===== config.mk =====
export PLATFORM = sky130hd
export DESIGN_NAME = imem_arbiter
export DESIGN_NICKNAME = d
export VERILOG_FILES = /design/src/rtl/imem_pkg.sv /design/src/rtl/imem_rsp_pipe.sv /design/src/rtl/imem_arbiter.sv
export SDC_FILE = /design/constraint.sdc
export NUM_CORES = 1
export LEC_CHECK = 0
export CAP_MARGIN = 20
export CORE_MARGIN = 8
export CORE_UTILIZATION = 18
export DETAILED_ROUTE_END_ITERATION = 16
export PLACE_DENSITY = 0.8
export SLEW_MARGIN = 0
export SYNTH_ARGS = -nofsm -noshare
export SYNTH_HDL_FRONTEND = slang
export SYNTH_SLANG_ARGS = --single-unit

===== constraint.sdc =====
create_clock -name clk -period 0.85 [get_ports clk]
set_input_delay 0.085 -clock clk [delete_from_list [all_inputs] [get_ports clk]]
set_output_delay 0.085 -clock clk [all_outputs]
set_load 0.02 [all_outputs]

===== src/rtl/imem_pkg.sv =====
// Shared types for the instruction/data memory arbiter: default widths,
// response owner encoding and the per-slot response tag.
package imem_pkg;

  localparam int ADDR_W_DEF = 8;
  localparam int DATA_W_DEF = 16;

  typedef enum logic {
    OWN_IF = 1'b0,
    OWN_LS = 1'b1
  } owner_e;

  typedef struct packed {
    logic   valid;
    owner_e owner;
  } rsp_tag_t;

  localparam rsp_tag_t TAG_NONE = '{valid: 1'b0, owner: OWN_IF};

endpackage


===== src/rtl/imem_rsp_pipe.sv =====
// Purpose: RD_LAT-deep shift register of response tags, one slot per issued command.
// Latency: a tag entering on tag_in appears on tag_out exactly RD_LAT cycles later.
// Backpressure: none; advances every cycle, async reset drops all in-flight tags.
module imem_rsp_pipe
  import imem_pkg::*;
#(
  parameter int RD_LAT = 1
) (
  input  logic     clk,
  input  logic     rst,
  input  rsp_tag_t tag_in,
  output rsp_tag_t tag_out
);

  rsp_tag_t pipe [RD_LAT];

  always_ff @(posedge clk or negedge rst) begin
    if (!rst) begin
      for (int i = 0; i < RD_LAT; i++) pipe[i] <= TAG_NONE;
    end else begin
      pipe[0] <= tag_in;
      for (int i = 1; i < RD_LAT; i++) pipe[i] <= pipe[i-1];
    end
  end

  assign tag_out = pipe[RD_LAT-1];

endmodule


===== src/rtl/imem_arbiter.sv =====
// Purpose: shares one single-port memory between fetch and load/store; optional
// fetch starvation guard under IMEM_ARB_STARVE_GUARD_EN. Latency: grant is
// combinational, rvalid exactly RD_LAT cycles later. Backpressure: req held until gnt.
module imem_arbiter
  import imem_pkg::*;
#(
  parameter int ADDR_W     = ADDR_W_DEF,
  parameter int DATA_W     = DATA_W_DEF,
  parameter int RD_LAT     = 1,
  parameter int STARVE_MAX = 4
) (
  input  logic              clk,
  input  logic              rst,
  input  logic              if_req,
  input  logic [ADDR_W-1:0] if_addr,
  output logic              if_gnt,
  output logic              if_rvalid,
  output logic [DATA_W-1:0] if_rdata,
  input  logic              ls_req,
  input  logic              ls_we,
  input  logic [ADDR_W-1:0] ls_addr,
  input  logic [DATA_W-1:0] ls_wdata,
  output logic              ls_gnt,
  output logic              ls_rvalid,
  output logic [DATA_W-1:0] ls_rdata,
  output logic              mem_en,
  output logic              mem_we,
  output logic [ADDR_W-1:0] mem_addr,
  output logic [DATA_W-1:0] mem_wdata,
  input  logic [DATA_W-1:0] mem_rdata
);

  if (RD_LAT < 1 || RD_LAT > 4 || STARVE_MAX < 1 || STARVE_MAX > 15) begin : g_bad_param
    $error("imem_arbiter: RD_LAT or STARVE_MAX out of range");
  end

  logic     force_if;
  rsp_tag_t tag_in;
  rsp_tag_t tag_out;

`ifdef IMEM_ARB_STARVE_GUARD_EN
  logic [3:0] starve_cnt;

  always_ff @(posedge clk or negedge rst) begin
    if (!rst) begin
      starve_cnt <= 4'd0;
    end else if (if_req && !if_gnt) begin
      if (starve_cnt != 4'(STARVE_MAX)) starve_cnt <= starve_cnt + 4'd1;
    end else begin
      starve_cnt <= 4'd0;
    end
  end

  assign force_if = (starve_cnt == 4'(STARVE_MAX));
`else
  assign force_if = 1'b0;
`endif

  // Grants are gated by rst so every output reads 0 the moment reset asserts.
  always_comb begin
    if_gnt = 1'b0;
    ls_gnt = 1'b0;
    if (rst) begin
      if (ls_req && !(if_req && force_if)) ls_gnt = 1'b1;
      else if (if_req)                     if_gnt = 1'b1;
    end
  end

  always_comb begin
    mem_en    = if_gnt | ls_gnt;
    mem_we    = ls_gnt & ls_we;
    mem_addr  = '0;
    mem_wdata = '0;
    if (ls_gnt) begin
      mem_addr  = ls_addr;
      mem_wdata = ls_wdata;
    end else if (if_gnt) begin
      mem_addr  = if_addr;
    end
  end

  always_comb begin
    tag_in.valid = mem_en & ~mem_we;
    tag_in.owner = ls_gnt ? OWN_LS : OWN_IF;
  end

  imem_rsp_pipe #(
    .RD_LAT (RD_LAT)
  ) u_rsp_pipe (
    .clk     (clk),
    .rst     (rst),
    .tag_in  (tag_in),
    .tag_out (tag_out)
  );

  assign if_rvalid = tag_out.valid && (tag_out.owner == OWN_IF);
  assign ls_rvalid = tag_out.valid && (tag_out.owner == OWN_LS);
  assign if_rdata  = rst ? mem_rdata : '0;
  assign ls_rdata  = rst ? mem_rdata : '0;

endmodule


-- Yosys cells after proc, flatten, opt, wreduce, memory -nomap -nowiden
Index checks and enable logic that the tools add are counted.
- register bits after elaboration: 2
- input port bits: 53
- output and inout port bits: 62
- logic and storage cells: 19
- multiplexer cells: 10
- bitwise operators: 5
- reduce and logical (&&, ||, !) cells: 2
- operators with widths (operator ; number):
    $mux 16 ; 2
    $mux 8 ; 2
    $mux 1 ; 6
    $and 1x1->1 ; 2
    $logic_and 1x1->1 ; 2
    $not 1->1 ; 2
    $or 1x1->1 ; 1

-- Depth between registers and ports, before layout
Gate-level depths: netlist of run 1.
- word-level depth: 5
- depth in mapped cells: 3
- gate-level depth less buffers: 2

-- Cells and area by module
Synthesis of run 1 repeated with hierarchy kept, for this count alone.
- cell total of the unflattened synthesis: 74
- area total of the unflattened synthesis: 558.0 µm²
- modules (own cells, without submodules) (module ; instances ; cells each ; area an instance (µm²) ; seq. area each (µm²)):
    imem_arbiter ; 1 ; 72 ; 508.0 ; 0.0
    imem_rsp_pipe ; 1 ; 2 ; 50.0 ; 50.0

-- Worst setup path before layout of run 1
OpenSTA, ideal clock, no wires.
- path kind: input to output
- start: input rst
- end: output ls_rdata[10]
- arrival time: 0.716 ns
- required time: 0.765 ns
- setup slack: 0.049 ns
- stages on the path: 3
- buffers on the path: 2
- cell sequence: clkbuf_1 -> and2_1 -> buf_4
- longest elaborated chain between the ends: 1
- RTL lines (what ; RTL line ; text):
    start: declaration ; imem_arbiter.sv:13 ; input logic rst,
    $mux 16 ; -- ;
    end: declaration ; imem_arbiter.sv:25 ; output logic [DATA_W-1:0] ls_rdata,
Every way passes these cells.

-- Worst setup path after layout of run 1
- start: register u_rsp_pipe.pipe, in the netlist u_rsp_pipe.tag_out[0]
- end: output ls_rvalid
- longest elaborated chain between the ends: 1
- RTL lines (what ; RTL line ; text):
    start: declaration ; imem_rsp_pipe.sv:15 ; rsp_tag_t pipe [RD_LAT];
    $logic_and 1x1->1 ; imem_arbiter.sv:97 ; assign ls_rvalid = tag_out.valid && (tag_out.owner == OWN_LS);
    end: declaration ; imem_arbiter.sv:24 ; output logic ls_rvalid,
Every way passes these cells.

==> impl_summary.log, run 1 <==
[metrics] Synth Cell Area: 548 um^2
[metrics] deepest clock path buffer count: 2
[metrics] startpoint class of the critical path: register
[metrics] static leakage: between 0.0009 and 0.001 uW
[metrics] count of nets left with antenna violations after detail routing: 0
[metrics] # diodes: 0
[metrics] unrepaired setup endpoints after global routing: true
[metrics] final cycle utilization of the critical path: 1.12
[metrics] detail-routed via count per cell: about 4.5
[metrics] Max Slew Vio Count: 0
[metrics] cts bufs inserted: 3
[metrics] die boundary width: 71.2 um
[metrics] worst hold margin: between 0.2 and 0.25 ns
[metrics] class of the tightest hold or removal check: primary input to register
[metrics] number of distinct library cell variants in the gate-level netlist after synthesis: 12
[metrics] failing checks: setup timing
[metrics] syn_nets: 127
[metrics] post-place instance area: around 1600 um^2
[metrics] final critical delay including setup and external delays: 0.951 ns
[metrics] crit path setup slack, layout: -0.101 ns
[metrics] growth of design area from synthesis to finish: 227%
[metrics] via count of the first global-routing pass: 1103
[metrics] Hold Path End: u_rsp_pipe.tag_out[1]$_DFF_PN0_
[metrics] required time at the endpoint of the critical path: 0.76 ns
[metrics] Post-Place Worst Slack: -0.944 ns
[metrics] register clock-pin slew on the reported worst setup and hold paths: 0.03 ns
[metrics] gr ovfl total: 0
[metrics] Die ar.: 5070 um^2
[metrics] total vias in the final route: 957
[metrics] WP data arrival: 0.87 ns
[metrics] largest net degree at the start of global routing: 15
[metrics] die height: 71.2 um
[metrics] routed wirelength normalized by instance count: 17.4 um
[metrics] Worst Path Class, Setup: register to primary output
[metrics] FMAX: 1050 MHz
[metrics] DRC viols: 0
[metrics] final number of hold-violating endpoints: 0
[metrics] Root Buffer: clkbuf_4
[metrics] outcome: finished, violations left
[metrics] half-perimeter wire length after placement: about 2900 um
[metrics] CP max FO: 2
[metrics] Layout Nets: ~240
[metrics] cells after synthesis: 74
[metrics] most common library cell in the layout ignoring fill and taps: buf_6
[metrics] number of clock sinks: 2
[metrics] Warnings, synthesis: 0
[metrics] Least-Margin Pin Slew: 0.141 ns
[metrics] area of all placed cells without fillers: 1790 um^2
[metrics] highest-count cells in the layout ignoring fill and taps: 52 x buf_6, 49 x dlygate4sd2_1, 19 x and2_4, 13 x and3_1, 10 x buf_2
[metrics] Setup Viol. Count Final: 2
[metrics] startpoint of the most critical setup path: u_rsp_pipe.tag_out[0]$_DFF_PN0_
[metrics] Seq/Total Area, Yosys: 0.0913
[metrics] initial core utilization: 0.184
[metrics] register bit total from synthesis: 2
[metrics] Max-Slew Margin vs Limit: 0.906
[metrics] syn avg cell area: 7.41 um^2
[metrics] Cells on Worst Hold Path: 3
[metrics] H-tree depth: 1
[metrics] global-route wire length before repair: 5460 um
[metrics] share of cells above drive strength 1: 0.591
[metrics] first-iteration detailed-routing DRC count: 37
[metrics] area of the placeable core: 2980 um^2
[metrics] share of the core filled with cells: 0.602
[metrics] global-route total usage across every layer: 0.136
[metrics] total wire length after detailed routing: 3720 um
[metrics] number of flip-flops under the largest register name: 2
[metrics] buffers added on ports: 114
[metrics] number of iterations in the first detailed-routing pass: 2
[metrics] maxcap violations: 0
[metrics] Hold Startpoint: ls_req
[metrics] weighted congestion reported at the end of routability-driven placement: 0.690
[metrics] number of antenna violations at the first check in global routing: 0
[metrics] TritonCTS clock tree: done
[metrics] power per standard cell area: 716 nW/um^2
[metrics] category of the worst setup path capture point: primary output
[metrics] total power after layout: 1280 uW
[metrics] # IOs: ~120
[metrics] placement row count: 20
[metrics] maximum vdd drop: around 280 uV
==> per-stage QoR <==
step | std cells | setup TNS, ns
global placement | 207 | -51.25
finish | 214 | -0.200
CTS | 214 | -0.221
global route | 214 | -0.266
floorplan | 74 | 0
detailed placement | 207 | -53.38
==> repair_timing <==
item	CTS	global route
hold buffers	1	0
gates resized for setup	450	3
hold endpoints to repair	2	0
pin swaps	26	0
cloned	5	0
setup buffers	0	0
setup endpoints to repair	63	4
==> worst max-delay path, cell delays in order (launching register included) <==
cell     delay [ns]
dfrtp_1        0.36
and2_4         0.15
buf_6          0.12
==> area by class of cell <==
type / count / area (um^2)
clock buffers: 3 / 22.5
well taps: 33 / 41.3
fillers: 289 / 1190
multi-input cells: 50 / 432
repair buffers: 126 / 1250
flip-flops and latches: 2 / 50.0
==> worst max path at each step <==
stage,to,slack (ns),cells after the start
after floorplan,ls_rdata[10],0.05,3
after global placement,mem_addr[7],-0.93,5
after detailed placement,mem_addr[4],-0.94,5
after CTS,ls_rvalid,-0.11,2
after global routing,if_rvalid,-0.13,2
final,ls_rvalid,-0.10,2
==> per-layer routing <==
layer / track usage / wire length (um) / part of all wire / vias to the layer above
met3: 0.0692 / 401 / 0.11 / 4
met2: 0.263 / 2060 / 0.55 / 58
met1: 0.121 / 1220 / 0.33 / 432
li1: - / - / - / 463
met4: 0.0300 / 39 / 0.010 / 0
met5: 0 / 0 / 0 / -
==> power by group <==
group / internal (uW) / switching, uW
combinational: 537 / 420
clock: 157 / 64.4
sequential: 101 / 2.38
total: 795 / 487
==> Yosys cell counts <==
library cell / n / area share
and2_1: 19 / 0.22
and3_1: 17 / 0.19
buf_4: 16 / 0.22
a32o_1: 8 / 0.15
buf_2: 5 / 0.046
dfrtp_1: 2 / 0.091
nor2b_1: 2 / 0.023
a21boi_1: 1 / 0.014
buf_6: 1 / 0.021
clkbuf_1: 1 / 0.0068
clkbuf_2: 1 / 0.0091
o21a_1: 1 / 0.014
==> kinds of logic (layout without fill, tap and decap cells) <==
| group | after synthesis | after routing | synth area share |
|---|---|---|---|
| AO/OA/AOI/OAI | 10 | 10 | 0.174 |
| buffers and inverters | 24 | 129 | 0.301 |
| flip-flops | 2 | 2 | 0.0913 |
| AND/OR/NAND/NOR | 38 | 40 | 0.434 |
Note: power is estimated with default switching activity, not from simulation.
==> run 2, diff against run 1 <==
==> constraint.sdc (replaced) <==
create_clock -name clk -period 0.95 [get_ports clk]
set_input_delay 0.095 -clock clk [delete_from_list [all_inputs] [get_ports clk]]
set_output_delay 0.095 -clock clk [all_outputs]
set_load 0.02 [all_outputs]
==> run 2 against run 1 <==
The run still ends with setup timing left. Utilization decreased by 3.1 points. Combinational power decreased by 14%. First-iteration DRC count decreased by 43%. Count of clock-buffer cells in the layout unchanged. Clock power decreased by 13%.
==> impl_summary.log, run 2 (synthesized netlist as in run 1, its figures left out) <==
[metrics] # diodes: 0 (unchanged)
[metrics] Max Slew Vio Count: 0 (unchanged)
[metrics] initial core utilization: 0.184 (unchanged)
[metrics] most common library cell in the layout ignoring fill and taps: buf_4
[metrics] unrepaired setup endpoints after global routing: true
[metrics] Layout Nets: 233 (-1.3%)
[metrics] count of nets left with antenna violations after detail routing: 0 (unchanged)
[metrics] number of flip-flops under the largest register name: 2 (unchanged)
[metrics] area of the placeable core: 2980 um^2 (unchanged)
[metrics] final critical delay including setup and external delays: 0.958 ns
[metrics] H-tree depth: 1 (unchanged)
[metrics] area of combinational cells with multiple inputs: 400 um^2 (-7.2%)
[metrics] global-route total usage across every layer: 0.127 (-0.00896)
[metrics] growth of design area from synthesis to finish: 210%
[metrics] final cycle utilization of the critical path: 1.01
[metrics] placement row count: 20 (unchanged)
[metrics] Post-Place Worst Slack: -0.864 ns (+0.0800 ns)
[metrics] CP max FO: 2 (unchanged)
[metrics] first-iteration detailed-routing DRC count: 21 (-43%)
[metrics] crit path setup slack, layout: -0.00789 ns (+0.0931 ns)
[metrics] routed wirelength normalized by instance count: 17.1 um (-1.9%)
[metrics] count of placed standard cells in the final layout, fillers left out: 211 (-1.4%)
[metrics] global-route wire length before repair: 5170 um (-5.4%)
[metrics] gr ovfl total: 0 (unchanged)
[metrics] half-perimeter wire length after placement: 2900 um (unchanged)
[metrics] outcome: finished, violations left
[metrics] startpoint of the most critical setup path: u_rsp_pipe.tag_out[0]$_DFF_PN0_
[metrics] number of clock sinks: 2 (unchanged)
[metrics] maximum vdd drop: 226 uV (-19%)
[metrics] weighted congestion reported at the end of routability-driven placement: 0.690 (unchanged)
[metrics] number of iterations in the first detailed-routing pass: 4 (+2)
[metrics] required time at the endpoint of the critical path: 0.85 ns (+0.09 ns)
[metrics] die boundary width: 71.2 um (unchanged)
[metrics] Least-Margin Pin Slew: 0.148 ns (+0.00651 ns)
[metrics] FMAX: 1040 MHz
[metrics] cts bufs inserted: 3 (unchanged)
[metrics] die height: 71.2 um (unchanged)
[metrics] Cells on Worst Hold Path: 3 (unchanged)
[metrics] Max-Slew Margin vs Limit: 0.901 (-0.00435)
[metrics] WP data arrival: 0.86 ns (about the same)
[metrics] static leakage: 0.00100 uW (+1.1%)
[metrics] Worst Path Class, Setup: register to primary output
[metrics] DRC viols: 0 (unchanged)
[metrics] Root Buffer: clkbuf_4
[metrics] deepest clock path buffer count: 2 (unchanged)
[metrics] share of the core filled with cells: 0.571 (-0.0311)
[metrics] post-CTS setup-driven buffer insertion count: 0 (unchanged)
[metrics] share of cells above drive strength 1: 0.545 (-0.0462)
[metrics] maxcap violations: 0 (unchanged)
[metrics] category of the worst setup path capture point: primary output
[metrics] failing checks: setup timing
[metrics] Sequential Area: 50.0 um^2 (unchanged)
[metrics] number of antenna violations at the first check in global routing: 0 (unchanged)
[metrics] total vias in the final route: 931 (-2.7%)
[metrics] number of fill cells: 277 (-4.2%)
[metrics] total placed cells including tap cells: 207 (unchanged)
[metrics] Hold Path End: u_rsp_pipe.tag_out[1]$_DFF_PN0_
[metrics] detail-routed via count per cell: 4.41 (-1.3%)
[metrics] register clock-pin slew on the reported worst setup and hold paths: 0.03 ns (about the same)
[metrics] power per standard cell area: 650 nW/um^2 (-9.1%)
[metrics] class of the tightest hold or removal check: primary input to register
[metrics] total wire length after detailed routing: 3600 um (-3.2%)
[metrics] final number of hold-violating endpoints: 0 (unchanged)
[metrics] Die ar.: 5070 um^2 (unchanged)
[metrics] Setup Viol. Count Final: 4 (+2)
[metrics] TritonCTS clock tree: done
[metrics] buffers added on ports: 114 (unchanged)
[metrics] largest net degree at the start of global routing: 19 (+4)
[metrics] # IOs: 115 (unchanged)
[metrics] total negative slack for setup checks: -0.0206 ns (+0.179 ns)
[metrics] Hold Startpoint: ls_we
[metrics] startpoint class of the critical path: register
[metrics] highest-count cells in the layout ignoring fill and taps: 37 x buf_4, 29 x clkdlybuf4s50_1, 29 x buf_6, 14 x and3_1, 14 x dlymetal6s2s_1
[metrics] via count of the first global-routing pass: 1041 (-5.6%)
## run 2: cell count changes in the layout (fill, tap and decap cells not counted), moves of 9 or more
cell,previous run,this run
and2_4,19,10
clkdlybuf4s50_1,0,29
buf_4,8,37
dlygate4sd2_1,49,6
buf_6,52,29
dlymetal6s2s_1,0,14
## run 2: stage by stage
stage	hold slack (ns)	power [uW]	area, um^2
finish	0.173	1110	1700
global route	0.184	1170	1700
CTS	0.263	1050	1480
detailed placement	0.503	906	1640
global placement	0.479	891	1640
floorplan	-0.201	440	548
## run 2: final cells by class
| cell class | instances | area share |
|---|---|---|
| multi-input cells | 49 | 0.236 |
| clock buffers | 3 | 0.0133 |
| repair buffers | 124 | 0.697 |
| flip-flops and latches | 2 | 0.0295 |
| well taps | 33 | 0.0243 |
## run 2: power by group
group / switching (uW) / leakage (uW) / internal, uW
logic: 356 / 0.000963 / 464
clock network: 52.9 / 0.0000138 / 140
registers: 2.12 / 0.0000256 / 90.9
total: 411 / 0.00100 / 695
## run 2: worst max-delay path, cell delays in order (launching register included)
cell and delay (ns):
dfrtp_1 0.36, and2_4 0.15, buf_6 0.12
## run 2: how the worst max path moves through the flow
stage | depth (start not counted) | endpoint | slack [ns]
2_1_floorplan | 3 | ls_rdata[10] | 0.13
3_3_place_gp | 5 | mem_addr[7] | -0.85
3_5_place_dp | 5 | mem_addr[4] | -0.86
4_1_cts | 3 | mem_addr[4] | -0.04
5_1_grt | 2 | if_rvalid | -0.04
6_report | 2 | ls_rvalid | -0.008
## run 2: timing repair
action,in CTS,in global routing
cloned,2,0
pin swaps,7,7
endpoints found under the hold margin,2,0
resized for setup,309,78
endpoints found under the setup margin,63,47
hold buffers,1,0
## run 2: layer usage
layer  up-vias  global-route usage  routed length [um]
li1        454                   -                   -
met4         0              0.0277                  22
met3         2              0.0678                 381
met1       417               0.109                1210
met2        58               0.249                1990
met5         -                   0                   0
==> run 3, diff against run 2 <==
--- a/config.mk
+++ b/config.mk
@@ -6,6 +6,7 @@
 export NUM_CORES = 1
 export LEC_CHECK = 0
 export CAP_MARGIN = 20
+export CORE_ASPECT_RATIO = 0.7
 export CORE_MARGIN = 8
 export CORE_UTILIZATION = 18
 export DETAILED_ROUTE_END_ITERATION = 16
==> run 3 against run 2 <==
Critical endpoint is now ls_rdata[6]. The flow now finishes without violations. Cell count up 0.95%. Clock power is 72% higher. Largest cell class unchanged. Maximum frequency increased by 0.85%. Wire length is 2.8% higher. Total power grew 13%. Global-route usage increased by 0.25 points. Design area up 1.8%. Combinational power up 1%. Highest routed layer is now met3. Worst hold slack lost 0.047 ns. Flip-flop and latch count unchanged. Count of clock-buffer cells in the layout unchanged. Utilization is 3.8 points higher.
==> impl_summary.log, run 3 (synthesized netlist as in run 1, its figures left out) <==
[metrics] half-perimeter wire length after placement: 2880 um (-0.87%)
[metrics] startpoint class of the critical path: primary input
[metrics] Max-Slew Margin vs Limit: 0.897 (-0.00416)
[metrics] Setup Viol. Count Final: 0 (-4)
[metrics] maximum vdd drop: 281 uV (+25%)
[metrics] die boundary width: 82.0 um (+15%)
[metrics] class of the tightest hold or removal check: primary input to register
[metrics] number of fill cells: 262 (-5.4%)
[metrics] FMAX: 1050 MHz (+0.85%)
[metrics] global-route wire length before repair: 5210 um (+0.79%)
[metrics] CP max stage cell: clkdlybuf4s50_1
[metrics] Sequential Area: 50.0 um^2 (unchanged)
[metrics] unrepaired setup endpoints after global routing: true
[metrics] Least-Margin Pin Slew: 0.154 ns (+0.00623 ns)
[metrics] total wire length after detailed routing: 3700 um (+2.8%)
[metrics] H-tree depth: 1 (unchanged)
[metrics] power per standard cell area: 724 nW/um^2 (+11%)
[metrics] most common library cell in the layout ignoring fill and taps: buf_4
[metrics] required time at the endpoint of the critical path: 0.85 ns (about the same)
[metrics] deepest clock path buffer count: 2 (unchanged)
[metrics] final number of hold-violating endpoints: 0 (unchanged)
[metrics] area of the placeable core: 2840 um^2 (-4.5%)
[metrics] final cycle utilization of the critical path: 1.00 (-0.00846)
[metrics] total vias in the final route: 942 (+1.2%)
[metrics] register clock-pin slew on the reported worst setup and hold paths: 0.03 ns (about the same)
[metrics] Max Slew Vio Count: 0 (unchanged)
[metrics] maxcap violations: 0 (unchanged)
[metrics] post-CTS setup-driven buffer insertion count: 0 (unchanged)
[metrics] number of iterations in the first detailed-routing pass: 4 (unchanged)
[metrics] Worst Path Class, Setup: primary input to primary output
[metrics] largest net degree at the start of global routing: 14 (-5)
[metrics] number of antenna violations at the first check in global routing: 0 (unchanged)
[metrics] area of combinational cells with multiple inputs: 425 um^2 (+6.3%)
[metrics] share of cells above drive strength 1: 0.559 (+0.0144)
[metrics] detail-routed via count per cell: 4.42 (+0.23%)
[metrics] growth of design area from synthesis to finish: 216%
[metrics] placement row count: 16 (-20%)
[metrics] # diodes: 0 (unchanged)
[metrics] first-iteration detailed-routing DRC count: 16 (-24%)
[metrics] routed wirelength normalized by instance count: 17.4 um (+1.8%)
[metrics] final critical delay including setup and external delays: 0.950 ns (-0.00804 ns)
[metrics] number of flip-flops under the largest register name: 2 (unchanged)
[metrics] Root Buffer: clkbuf_8
[metrics] Post-Place Worst Slack: -1.02 ns (-0.152 ns)
[metrics] category of the worst setup path capture point: primary output
[metrics] highest-count cells in the layout ignoring fill and taps: 35 x buf_4, 32 x buf_6, 30 x clkdlybuf4s50_1, 10 x and2_1, 10 x dlymetal6s2s_1
[metrics] Die ar.: 5090 um^2 (+0.56%)
[metrics] initial core utilization: 0.193 (+0.00875)
[metrics] die height: 62.2 um (-13%)
[metrics] buffers added on ports: 114 (unchanged)
[metrics] global-route total usage across every layer: 0.130 (+0.00247)
[metrics] cts bufs inserted: 3 (unchanged)
[metrics] # IOs: 115 (unchanged)
[metrics] share of the core filled with cells: 0.608 (+0.0377)
[metrics] TritonCTS clock tree: done
[metrics] worst path buffer plus inverter count: 2 (+1)
[metrics] DRC viols: 0 (unchanged)
[metrics] CP max FO: 2 (unchanged)
[metrics] count of nets left with antenna violations after detail routing: 0 (unchanged)
[metrics] CP top delay family: buffers and inverters
[metrics] crit path setup slack, layout: 0.000146 ns (+0.00804 ns)
[metrics] WP data arrival: 0.85 ns (about the same)
[metrics] via count of the first global-routing pass: 1031 (-0.96%)
[metrics] weighted congestion reported at the end of routability-driven placement: 0.663 (-3.9%)
[metrics] static leakage: 0.000954 uW (-4.8%)
[metrics] number of clock sinks: 2 (unchanged)
[metrics] gr ovfl total: 0 (unchanged)
[metrics] Crit path largest cell delay: 0.47 ns (+0.11 ns)
[metrics] outcome: complete, no violations
[metrics] series of cell instances along the critical path: clkdlybuf4s50_1, and2_4, buf_4
[metrics] Layout Nets: 232 (-0.43%)
run 3: changes by cell type in the layout (fill, tap and decap cells not counted), moves of 3 or more:
cell | before | now
dlymetal6s2s_1 | 14 | 10
clkbuf_4 | 3 | 0
and3_1 | 14 | 8
clkbuf_8 | 0 | 3
and3_4 | 3 | 9
dlygate4sd2_1 | 6 | 9
buf_6 | 29 | 32
run 3: worst paths after layout:
| path | slack (ns) | endpoint | from | cells past startpoint |
|---|---|---|---|---|
| max in group asynchronous | 0.32 | u_rsp_pipe.tag_out[1]$_DFF_PN0_ | rst | 4 |
| setup / recovery | 0.0001 | ls_rdata[6] | mem_rdata[6] | 3 |
| hold / removal | 0.13 | u_rsp_pipe.tag_out[1]$_DFF_PN0_ | ls_we | 2 |
| min in group asynchronous | 0.55 | u_rsp_pipe.tag_out[0]$_DFF_PN0_ | rst | 4 |
run 3: metal layers:
layer | share of wire | GRT usage
met5 | 0 | 0
met4 | 0 | 0.0459
met3 | 0.14 | 0.0489
met2 | 0.56 | 0.247
met1 | 0.30 | 0.119
run 3: layout make-up:
type,count,area share
clock buffers,3,0.0239
repair buffers,123,0.675
multi-input cells,49,0.246
flip-flops and latches,2,0.0289
well taps,36,0.0260
run 3: stage by stage:
step	power [uW]	cell area [um^2]	hold WS, ns	cells	setup TNS [ns]
global placement	887	1630	0.698	208	-53.23
CTS	1180	1500	0.340	213	-0.0702
finish	1250	1730	0.126	213	0
global route	1320	1730	0.151	213	-0.110
floorplan	440	548	-0.201	74	0
detailed placement	899	1630	0.694	208	-54.61
run 3: power by group:
group	switching [uW]	total (uW)	internal, uW
Clock	63.4	331	268
Sequential	2.17	93.1	91.0
Combinational	361	828	467
Total	426	1250	826
run 3: timing repair:
item	4_1_cts	5_1_grt
gates cloned	2	0
resized for setup	315	82
pin swaps	10	4
hold endpoints to repair	2	0
hold buffers	1	0
setup endpoints to repair	64	57
==> RTL change 1, RTL diff (config.mk and constraints of run 3) <==
Change the package constant `ADDR_W_DEF` from 8 to 6.
--- a/src/rtl/imem_pkg.sv
+++ b/src/rtl/imem_pkg.sv
@@ -4,3 +4,3 @@
 
-  localparam int ADDR_W_DEF = 8;
+  localparam int ADDR_W_DEF = 6;
   localparam int DATA_W_DEF = 16;
Interface: changed (resized if_addr, ls_addr and mem_addr); port bits go from 115 to 109. No check against the original RTL was run, so the function may have changed too.
==> RTL change 1 against run 3 <==
The run now ends with setup timing left. Sequential cell count is the same. Cell area shrank 2.1%. Critical path depth shrank 1. Clock power shrank 1%. Routed wire length shrank 5.3%. Setup slack lost 0.00089 ns. Count of clock-buffer cells in the layout is the same. Area after synthesis shrank 3.0%. Power shrank 2.5%. Utilization shrank 0.43 points.
==> RTL change 1: results (changes against run 3) <==
Cell variety after synth: 14 (+2)
Crit-path slowest cell: dfrtp_1
Final #Nets: 221 (-4.7%)
Drt initial violations: 15 (-1)
Failing checks: setup timing
Largest net degree at the start of global routing: 12 (-2)
Per-cell routed wire length: 17.0 um (-2.1%)
Worst hold start: ls_req
Maximum fanout along the worst path: 2 (unchanged)
Setup crit end: if_rvalid
Post-synth net total: 120 (-5.5%)
Setup TNS: -0.000877 ns (-0.000877 ns)
Fill cell count: 252 (-3.8%)
IO buf count: 108 (-5.3%)
Routability cong.: 0.671 (+1.3%)
CTS Buf Count: 3 (unchanged)
First-pass GRT wire length: 5.02 mm (-3.7%)
Post-Syn Area per Cell: 7.49 sq um (+1.1%)
Top cells by area, synth: buf_4, and2_1, and3_1, a32o_1, dfrtp_1
Synth Area in Adders: 0% (unchanged)
Vias: 874 (-7.2%)
Area fraction in compound gates after synthesis: 14.1% (-3.2 points)
Vias in the first global route: 992 (-3.8%)
Rel. slew slack: 84.9% (-4.9 points)
Clk slew on worst S/H paths: 0.03 ns (about the same)
Crit path launch: u_rsp_pipe.tag_out[1]
CP top delay family: flip-flops
Post-DP Area: 1560 sq um (-4.5%)
Diode count: 0 (unchanged)
Mux contribution to synthesized area: 0% (unchanged)
Detailed Place HPWL: 2.79 mm (-2.9%)
Top cells by count, synth: and2_1, and3_1, buf_4, a32o_1, buf_2
Leakage: 0.969 nW (+1.5%)
Share of layout cells above drive strength 1: 58.2% (+2.3 points)
Hold Path Cell Cnt: 3 (+1)
Max reg flops: 2 (unchanged)
Sequential element share of the synthesized area: 9.41% (+0.28 points)
GRT Total Usage: 12.9% (-0.068 points)
Post_cts resized: 294 (-6.7%)
Post-Place Cells: 200 (-3.8%)
Maximum vdd drop: 0.333 mV (+19%)
Drt pass-1 iters: 4 (unchanged)
Final hold violation count: 0 (unchanged)
Status: complete, but fails checks
# Post-CTS Setup Buffers: 0 (unchanged)
Worst Setup Slack, final: -0.000744 ns (-0.000890 ns)
Setup violators final: 2 (+2)
CP peak stage delay: 0.36 ns (-0.11 ns)
DR vias/cell: 4.24 (-4.1%)
RTL change 1: layout make-up:
cell class                      instances  area share [%]
Clock buffer                            3            2.44
Multi-Input combinational cell         46            22.9
Timing Repair Buffer                  119            69.0
Sequential cell                         2            2.96
Tap cell                               36            2.66
RTL change 1: layer usage:
metal	global-route usage [%]	up-vias	routed length [um]
li1	-	427	-
met1	12.0	405	1120
met2	26.2	40	2060
met3	3.94	2	296
met4	4.56	0	27
met5	0	-	0
RTL change 1: per-stage QoR:
stage	setup WS, ns	hold WS (ns)	util (%)
6_report	-0.000744	0.271	60.4
5_1_grt	-0.0463	0.295	60.4
4_1_cts	-0.0155	0.265	50.2
3_5_place_dp	-0.819	0.494	55.5
3_3_place_gp	-0.773	0.484	55.5
2_1_floorplan	0.129	-0.201	-
RTL change 1: where the power goes:
part / total [mW] / internal [mW] / switching, mW
sequential: 0.0931 / 0.0910 / 0.00211
combinational: 0.801 / 0.458 / 0.343
clock: 0.327 / 0.267 / 0.0593
==> RTL change 2, RTL diff (settings of run 3) <==
Without the edit above. Add a define of `IMEM_ARB_STARVE_GUARD_EN`.
--- a/src/rtl/imem_arbiter.sv
+++ b/src/rtl/imem_arbiter.sv
@@ -3,2 +3,4 @@
 // combinational, rvalid exactly RD_LAT cycles later. Backpressure: req held until gnt.
+`define IMEM_ARB_STARVE_GUARD_EN
+
 module imem_arbiter
Check against the original RTL: not equivalent (a bounded check fails within 10 cycles, from zero or initial values and one cycle with rst low).
==> RTL change 2 against run 3 <==
The run now ends with setup timing left. Power grew 36%. First-iteration DRC count shrank 19%. Routed wire length grew 12%. Worst hold slack gained 0.17 ns. Sequential cell count grew 4. Area after synthesis grew 52%. Setup slack lost 0.81 ns. Cell area grew 31%. Fmax shrank 46%. Sequential power grew to 3.0 times the old value. Count of clock-buffer cells in the layout is the same. Combinational power grew 26%.
==> RTL change 2: results (changes against run 3) <==
Status: complete, but fails checks
Failing checks: setup timing
Leakage: 1.10 nW (+16%)
Area fraction in compound gates after synthesis: 18.5% (+1.1 points)
Drt pass-1 iters: 3 (-1)
Synth Area in Adders: 3.00% (+3.0 points)
Synth Area in XOR/XNOR: 2.10% (+2.1 points)
Hold-fix buffers, CTS: 2 (+1)
Worst Setup Slack, final: -0.809 ns (-0.809 ns)
Per-cell routed wire length: 15.0 um (-13%)
Seq pwr: 0.281 mW (+200%)
Top cells by count, synth: and2_1, buf_4, and2_2, a22o_2, dfrtp_1
Post-DP Area: 2070 sq um (+27%)
CP peak stage delay: 0.38 ns (-0.09 ns)
Sequential element share of the synthesized area: 18.0% (+8.9 points)
Post-Place Cells: 261 (+25%)
Setup violators final: 35 (+35)
Setup Slack @ Placement: -1.01 ns (+0.00932 ns)
CP top delay family: flip-flops
Top cells by area, synth: dfrtp_1, buf_4, and2_1, and2_2, a22o_2
Crit-path slowest cell: dfrtp_1
Share of layout cells above drive strength 1: 62.7% (+6.8 points)
Largest net degree at the start of global routing: 29 (+15)
Max reg flops: 4 (+2)
WHS Endpoint: starve_cnt[2]
Crit path launch: starve_cnt[1]
Maximum vdd drop: 0.546 mV (+94%)
Post-synth net total: 153 (+20%)
GRT Total Usage: 10.5% (-2.4 points)
Routability cong.: 0.763 (+15%)
Combinational power share: 61.2% (-4.9 points)
Post-Syn Area per Cell: 8.50 sq um (+15%)
-- RTL change 2: cell count changes after synthesis, moves of 4 or more --
| cell | change |
|---|---|
| nand2_1 | +4 |
| buf_2 | -5 |
| dfrtp_1 | +4 |
| a22o_2 | +8 |
| a32o_1 | -8 |
| and2_2 | +15 |
| and3_1 | -17 |
-- RTL change 2: metal layers --
metal / GRT usage, % / vias up / wire, um
met5: 0 / - / 0
met4: 2.51 / 0 / 36
met3: 4.73 / 2 / 363
met2: 19.3 / 44 / 2270
met1: 10.8 / 507 / 1470
li1: - / 553 / -
-- RTL change 2: layout make-up --
| cell class | count | area (sq um) | share of cell area (%) |
|---|---|---|---|
| Clock buffer | 3 | 41.3 | 1.82 |
| Inverter | 3 | 11.3 | 0.496 |
| Multi-Input combinational cell | 68 | 596 | 26.3 |
| Sequential cell | 6 | 150 | 6.62 |
| Tap cell | 55 | 68.8 | 3.03 |
| Timing Repair Buffer | 140 | 1400 | 61.8 |
